<file path="src/rtl/vga_pkg.sv">
// Shared colour indices and the default-palette constant function for the VGA mixer.
package vga_pkg;

  localparam int BLACK = 0;
  localparam int GREEN = 1;
  localparam int RED   = 2;
  localparam int WHITE = 3;

  // Per-channel {r,g,b} on/off mask of the reset palette; entries above WHITE are black.
  function automatic logic [2:0] default_mask(int unsigned idx);
    case (idx)
      GREEN:   return 3'b010;
      RED:     return 3'b100;
      WHITE:   return 3'b111;
      default: return 3'b000;
    endcase
  endfunction

endpackage

</file>
<file path="src/rtl/vga_palette_ram.sv">
// Palette registers with per-entry blink flags, one write port, one async read port.
// Blink flags exist only when VGA_MIXER_BLINK_EN is defined.
module vga_palette_ram
  import vga_pkg::*;
#(
  parameter int COLOR_BITS = 10,
  parameter int IDX_BITS   = 2
) (
  input  logic                    clock_25,
  input  logic                    reset,
  input  logic                    wr_en,
  input  logic [IDX_BITS-1:0]     wr_idx,
  input  logic [3*COLOR_BITS-1:0] wr_rgb,
  input  logic                    wr_blink,
  input  logic [IDX_BITS-1:0]     rd_idx,
  output logic [3*COLOR_BITS-1:0] rd_rgb,
  output logic                    rd_blink
);

  localparam int DEPTH = 2**IDX_BITS;
  localparam int W     = 3*COLOR_BITS;

  logic [DEPTH-1:0][W-1:0] mem;

  function automatic logic [W-1:0] dflt(int unsigned idx);
    logic [2:0] m;
    m = default_mask(idx);
    return {{COLOR_BITS{m[2]}}, {COLOR_BITS{m[1]}}, {COLOR_BITS{m[0]}}};
  endfunction

  always_ff @(posedge clock_25) begin
    if (reset) begin
      for (int i = 0; i < DEPTH; i++) mem[i] <= dflt(i);
    end else if (wr_en) begin
      mem[wr_idx] <= wr_rgb;
    end
  end

  assign rd_rgb = mem[rd_idx];

`ifdef VGA_MIXER_BLINK_EN
  logic [DEPTH-1:0] blink;

  always_ff @(posedge clock_25) begin
    if (reset)      blink <= '0;
    else if (wr_en) blink[wr_idx] <= wr_blink;
  end

  assign rd_blink = blink[rd_idx];
`else
  logic unused_wr_blink;
  assign unused_wr_blink = wr_blink;
  assign rd_blink        = 1'b0;
`endif

endmodule

</file>
<file path="src/rtl/vga_layer_mixer.sv">
// Two-stage VGA layer mixer: stage 1 picks the layer and reads the palette, stage 2 blinks/blanks.
// Optional blinking is built when VGA_MIXER_BLINK_EN is defined.
module vga_layer_mixer
  import vga_pkg::*;
#(
  parameter int COLOR_BITS   = 10,
  parameter int IDX_BITS     = 2,
  parameter int BLINK_FRAMES = 30
) (
  input  logic                    clock_25,
  input  logic                    reset,
  input  logic                    display_area,
  input  logic                    datarom,
  input  logic                    game_enable,
  input  logic [IDX_BITS-1:0]     color_data,
  input  logic                    score_time_enable,
  input  logic                    frame_start,
  input  logic                    pal_wr_valid,
  input  logic [IDX_BITS-1:0]     pal_wr_idx,
  input  logic [3*COLOR_BITS-1:0] pal_wr_rgb,
  input  logic                    pal_wr_blink,
  output logic                    pal_wr_ready,
  output logic [COLOR_BITS-1:0]   red,
  output logic [COLOR_BITS-1:0]   green,
  output logic [COLOR_BITS-1:0]   blue
);

  typedef logic [2:0][COLOR_BITS-1:0] rgb_t;

  typedef struct packed {
    logic da;
    logic blink;
    rgb_t rgb;
  } pix_t;

  logic                    pal_wr_en;
  logic [IDX_BITS-1:0]     rd_idx;
  logic [3*COLOR_BITS-1:0] pal_rgb;
  logic                    pal_blink;
  pix_t                    s1_d, s1_q;
  rgb_t                    out_q;
  logic                    blink_mask;

  assign pal_wr_ready = ~display_area & ~reset;
  assign pal_wr_en    = pal_wr_valid & pal_wr_ready;

  // Score/timer pixels always use entry 1, so the single read port is shared.
  assign rd_idx = game_enable ? color_data : IDX_BITS'(GREEN);

  vga_palette_ram #(
    .COLOR_BITS (COLOR_BITS),
    .IDX_BITS   (IDX_BITS)
  ) u_pal (
    .clock_25 (clock_25),
    .reset    (reset),
    .wr_en    (pal_wr_en),
    .wr_idx   (pal_wr_idx),
    .wr_rgb   (pal_wr_rgb),
    .wr_blink (pal_wr_blink),
    .rd_idx   (rd_idx),
    .rd_rgb   (pal_rgb),
    .rd_blink (pal_blink)
  );

  always_comb begin
    s1_d    = '0;
    s1_d.da = display_area;
    if (display_area) begin
      if (datarom) begin
        s1_d.rgb = '1;
      end else if (game_enable || score_time_enable) begin
        s1_d.rgb   = rgb_t'(pal_rgb);
        s1_d.blink = pal_blink;
      end
    end
  end

  always_ff @(posedge clock_25) begin
    if (reset) s1_q <= '0;
    else       s1_q <= s1_d;
  end

`ifdef VGA_MIXER_BLINK_EN
  logic [7:0] frame_cnt;
  logic       blink_phase;

  always_ff @(posedge clock_25) begin
    if (reset) begin
      frame_cnt   <= '0;
      blink_phase <= 1'b0;
    end else if (frame_start) begin
      if (frame_cnt == 8'(BLINK_FRAMES-1)) begin
        frame_cnt   <= '0;
        blink_phase <= ~blink_phase;
      end else begin
        frame_cnt   <= frame_cnt + 8'd1;
      end
    end
  end

  assign blink_mask = s1_q.blink & blink_phase;
`else
  logic unused_frame_start;
  assign unused_frame_start = frame_start;
  assign blink_mask         = 1'b0;
`endif

  // Blanking uses the staged display_area so it lines up with its own pixel.
  always_ff @(posedge clock_25) begin
    if (reset)                        out_q <= '0;
    else if (s1_q.da && !blink_mask)  out_q <= s1_q.rgb;
    else                              out_q <= '0;
  end

  assign red   = out_q[2];
  assign green = out_q[1];
  assign blue  = out_q[0];

endmodule

</file>
<file path="config.mk">
export PLATFORM = sky130hd
export DESIGN_NAME = vga_layer_mixer
export DESIGN_NICKNAME = d
export VERILOG_FILES = /design/src/rtl/vga_pkg.sv /design/src/rtl/vga_palette_ram.sv /design/src/rtl/vga_layer_mixer.sv
export SDC_FILE = /design/constraint.sdc
export NUM_CORES = 1
export LEC_CHECK = 0
export ABC_AREA = 1
export ABC_CLOCK_PERIOD_IN_PS = 2000
export BUFFER_PORTS_ARGS = -buffer_cell sky130_fd_sc_hd__buf_2
export CELL_PAD_IN_SITES_DETAIL_PLACEMENT = 1
export CELL_PAD_IN_SITES_GLOBAL_PLACEMENT = 1
export CORE_MARGIN = 10
export CORE_UTILIZATION = 46
export CTS_CLUSTER_DIAMETER = 50
export DETAILED_ROUTE_END_ITERATION = 12
export PLACE_DENSITY_LB_ADDON = 0.1
export SYNTH_ARGS = -nofsm -noshare
export SYNTH_HDL_FRONTEND = slang
export SYNTH_SLANG_ARGS = --single-unit
</file>
<file path="constraint.sdc">
create_clock -name clock_25 -period 2 [get_ports clock_25]
set_input_delay 0.2 -clock clock_25 [delete_from_list [all_inputs] [get_ports clock_25]]
set_output_delay 0.2 -clock clock_25 [all_outputs]
set_load 0.05 [all_outputs]
</file>
Yosys cells after proc, flatten, opt, wreduce, memory -nomap -nowiden
Cells that the tools add are included.
- register bits: 181
- bits in latches: 0
- RAM bits: 0
- memory bits (read-only): 0
- output and inout port bits: 31
- logic and storage cells: 31
- memories: 0
- $add $sub $neg: 0
- multiply operators: 0
- div/mod/pow operators: 0
- magnitude comparators: 3
- equality and inequality tests: 0
- shift operators: 0
- muxes and demuxes: 8
- bitwise operators: 5
- reductions and logical operators: 4
- operators with widths (operator ; count):
    120-bit bitwise mux ; 1
    30-bit 2-to-1 mux ; 4
    30-bit binary-select mux with 2-bit select ; 1
    30-bit demux with 2-bit select ; 1
    2-bit by 3-bit less-than comparator with 1-bit output, second input constant ; 2
    2-bit OR reduction ; 2
    1-bit NOT ; 3
    1-bit AND ; 2
    2-bit by 1-bit greater-or-equal comparator with 1-bit output, second input constant ; 1
    2-bit 2-to-1 mux ; 1
    1-bit logical AND ; 1
    1-bit logical OR ; 1

Longest topological paths before layout
- word-level depth: 5
- mapped depth: 10
- gate-level depth less buffers: 8

By module
From an unflattened synthesis, not the netlist that was laid out.
- cell total of the unflattened synthesis: 1095
- area, all modules: 7544.7 sq um
- by module, submodules not included (module ; instances ; cells each ; area an instance (sq um)):
    vga_palette_ram ; 1 ; 888 ; 5680.4
    vga_layer_mixer ; 1 ; 207 ; 1864.3

Least setup slack after synthesis
OpenSTA, ideal clock, no wires.
- kind: input to register
- start: input port reset
- end: register u_pal.mem[45] in the netlist's numbering
- setup time: 0.127 ns
- arrival time: 1.093 ns
- slack: 0.780 ns
- stages: 8
- path buffers: 2
- cell sequence: buf_6 nor2_8 nand2_4 inv_2 nand2_2 inv_2 buf_4 o211ai_2
- word-level cells in the longest chain between the ends: 3
- RTL lines (element ; RTL line ; RTL):
    start: declaration ; vga_layer_mixer.sv:11 ; input logic reset,
    1-bit NOT ; vga_layer_mixer.sv:44 ; assign pal_wr_ready = ~display_area & ~reset;
    1-bit AND ; vga_layer_mixer.sv:44 ;
    named net pal_wr_ready ; vga_layer_mixer.sv:22 ; output logic pal_wr_ready,
    1-bit AND ; vga_layer_mixer.sv:45 ; assign pal_wr_en = pal_wr_valid & pal_wr_ready;
    end signal: indexed assignment ; vga_palette_ram.sv:35 ; mem[wr_idx] <= wr_rgb;
    end: declaration ; vga_palette_ram.sv:23 ; logic [DEPTH-1:0][W-1:0] mem;
The timed path passes the listed nets, and every way through them passes these cells.
A chain may end at the register's enable or synchronous reset.

Worst setup path in the final report
- start: register out_q (netlist bit green[4])
- end: output port green[4]
- RTL lines (element ; RTL line ; RTL):
    start: declaration ; vga_layer_mixer.sv:41 ; rgb_t out_q;
    start signal: assignment ; vga_layer_mixer.sv:111 ; else if (s1_q.da && !blink_mask) out_q <= s1_q.rgb;
    end: declaration ; vga_layer_mixer.sv:24 ; output logic [COLOR_BITS-1:0] green,
No word-level cell between the ends.

==> metrics.csv <==
stage,metric,value,unit
status,status,"complete, no violations",
timing,setup ws final,798,ps
clocking,# Post-CTS Setup Buffers,0,
final_layout,share of cells above drive strength 1,0.143,
critical_path,critical path's largest stage delay,310,ps
route,routed wire length,19.6,mm
floorplan,initial core utilization,0.474,
placement,Post-DP Area,7740,um^2
clocking,CTS tree,built,
clocking,Worst-Skew Late Latency,430,ps
placement,Cells after DPL,1204,
critical_path,CP Max Fanout,1,
global_route,first-pass GRT wire length,32.2,mm
synth,Synth Warn #,0,
final_layout,nets@finish,1055,
synth,Synth top area share,0.500,
critical_path,WS Path Type,flop to primary output,
timing,Max Slew Vio Count,0,
synth,Netlist cell types,22,
timing,Slew HR,0.654,
floorplan,die area,21200,um^2
route,DRT antenna net count,0,
timing,RSZ-0062 raised after global routing,no,
synth,Synth Instances,971,
synth,synth top area cells,"dfxtp_1 (50%), a21oi_1 (10%), nand2_1 (9.6%), inv_1 (7.7%), nand3_1 (4.6%)",
global_route,vias in the first global route,6271,
power,Peak VDD IR,0.595,mV
critical_path,crit path DAT,1000,ps
timing,actual slew at the worst max-slew pin,519,ps
clocking,post-CTS resize count,0,
synth,"area leader, netlist",dfxtp_1,
final_layout,# diodes,0,
synth,syn_nets,1014,
final_layout,Final Core Density,0.545,
floorplan,area of the core,15300,um^2
synth,syn_area_per_cell,7.47,um^2
floorplan,die width,146,um
clocking,H-tree levels,4,
clocking,Root Driver,clkbuf_16,
clocking,Post-CTS Hold Fix Bufs,0,
route,DRC Markers,0,
power,power per cell area,940,nW/um^2
critical_path,Bufs and invs on worst path,1,
critical_path,worst-path cell with the longest stage delay,dfxtp_1,
synth,register area share after synthesis,0.500,
placement,PortBufs,71,
critical_path,"delay-heaviest family, CP",flip-flops,
timing,Tmin final,1200,ps
final_layout,Layout area overhead,15.1,%
run,Max-Cap Viols,0,
floorplan,Core Rows,45,
timing,Hold Slack,17.0,ps
placement,routability congestion estimate,0.771,
synth,Seq cells post-synth,181,
route,drt first pass iters,5,
global_route,initial antenna violation count,0,
global_route,total global-route track usage,0.185,
route,Via Count,6241,
clocking,TritonCTS buffer count,17,
critical_path,Worst EP required,1800,ps
power,static leakage,3.91,nW
critical_path,crit path launch,green[4]$_SDFF_PP0_,
route,wire per inst,15.8,um
timing,crit share post-route,0.601,
final_layout,Final Cell Area,8350,um^2
power,Total Power,7.85,mW
timing,skew final,5.08,ps
timing,Final Setup Violations,0,
floorplan,Die Ht,146,um
clocking,Bufs on Longest Clock Path,2,
synth,cell area after synthesis,7250,um^2
timing,setup_tns,0,ps
worst_hold_path,Worst Hold Class,input pin to flop,
route,via/cell ratio,5.05,
clocking,clock-pin slew on the worst setup and hold paths,70,ps
global_route,largest net degree at the start of global routing,64,
clocking,# clock sinks,181,
worst_hold_path,hold wc startpoint,pal_wr_rgb[14],
route,Initial DRC Count,366,
critical_path,crit path launch type,flop,
placement,Place WS,450,ps
placement,DPL Wire Length,12.5,mm
critical_path,CP Cell Sequence,buf_2,
timing,Max Freq,832,MHz
global_route,GR Overflow Total,0,
floorplan,I/O pins,74,
critical_path,crit end category,primary output,
final_layout,Post-Layout Cell Count,1236,
critical_path,R2R Path Start,u_pal.mem[118]$_SDFFE_PP1P_,
timing,"Hold Vio Cnt, Final",0,
-- power by group --
part | internal [mW] | switching [mW]
combinational | 0.209 | 0.484
clock | 1.98 | 1.45
sequential | 3.70 | 0.0242
total | 5.89 | 1.96
-- cells in the final DEF (no fill, tap or decap), drive strengths merged --
master      n
nand2     190
nand4       1
a21oi     148
o211ai     20
nor2       46
dfxtp     181
clkbuf     18
nand3      66
clkinvlp    1
clkinv      7
bufinv      3
inv       157
o21ai      94
buf        92
or2         1
-- metal layers --
metal / global-route usage / vias to the layer above / routed length (um)
met1: 0.240 / 2947 / 9260
met2: 0.302 / 125 / 9140
met3: 0.0360 / 12 / 981
li1: - / 3157 / -
met5: 0 / - / 0
met4: 0.0566 / 0 / 199
-- worst paths after layout --
| check | endpoint | slack [ps] | cells past startpoint |
|---|---|---|---|
| min | u_pal.mem[44]$_SDFFE_PP1P_ | 20 | 3 |
| max | green[4] | 800 | 1 |
| min reg2reg | red[8]$_SDFF_PP0_ | 410 | 2 |
| max reg2reg | s1_q[28]$_SDFF_PP0_ | 980 | 6 |
-- cell families (layout without fill, tap and decap cells) --
group           after synthesis  after routing  share of synthesized area
compound gates              262            262                      0.195
simple gates                304            304                      0.177
flops                       181            181                      0.500
buf+inv                     224            278                      0.129
-- cell type report --
| cell class | count | area [um^2] |
|---|---|---|
| multi-input combinational | 566 | 2700 |
| clock buffer | 18 | 429 |
| inverter | 154 | 581 |
| clock inverter | 14 | 178 |
| timing repair buffer | 92 | 576 |
| sequential | 181 | 3620 |
| tap | 211 | 264 |
| fill | 1979 | 6970 |
-- synth_stat cells, drive strengths merged --
library cell  number
nand2            190
dfxtp            181
inv              154
a21oi            148
o21ai             94
nand3             66
buf               48
nor2              46
clkbuf            22
o211ai            20
nand4              1
or2                1
-- sequential cells by signal, summed over array words and instances, names as in the netlist --
| name | count |
|---|---|
| s1_q | 31 |
| red | 10 |
| blue | 10 |
| u_pal.mem | 120 |
| green | 10 |
No activity file was read; power rests on OpenSTA's default activity.
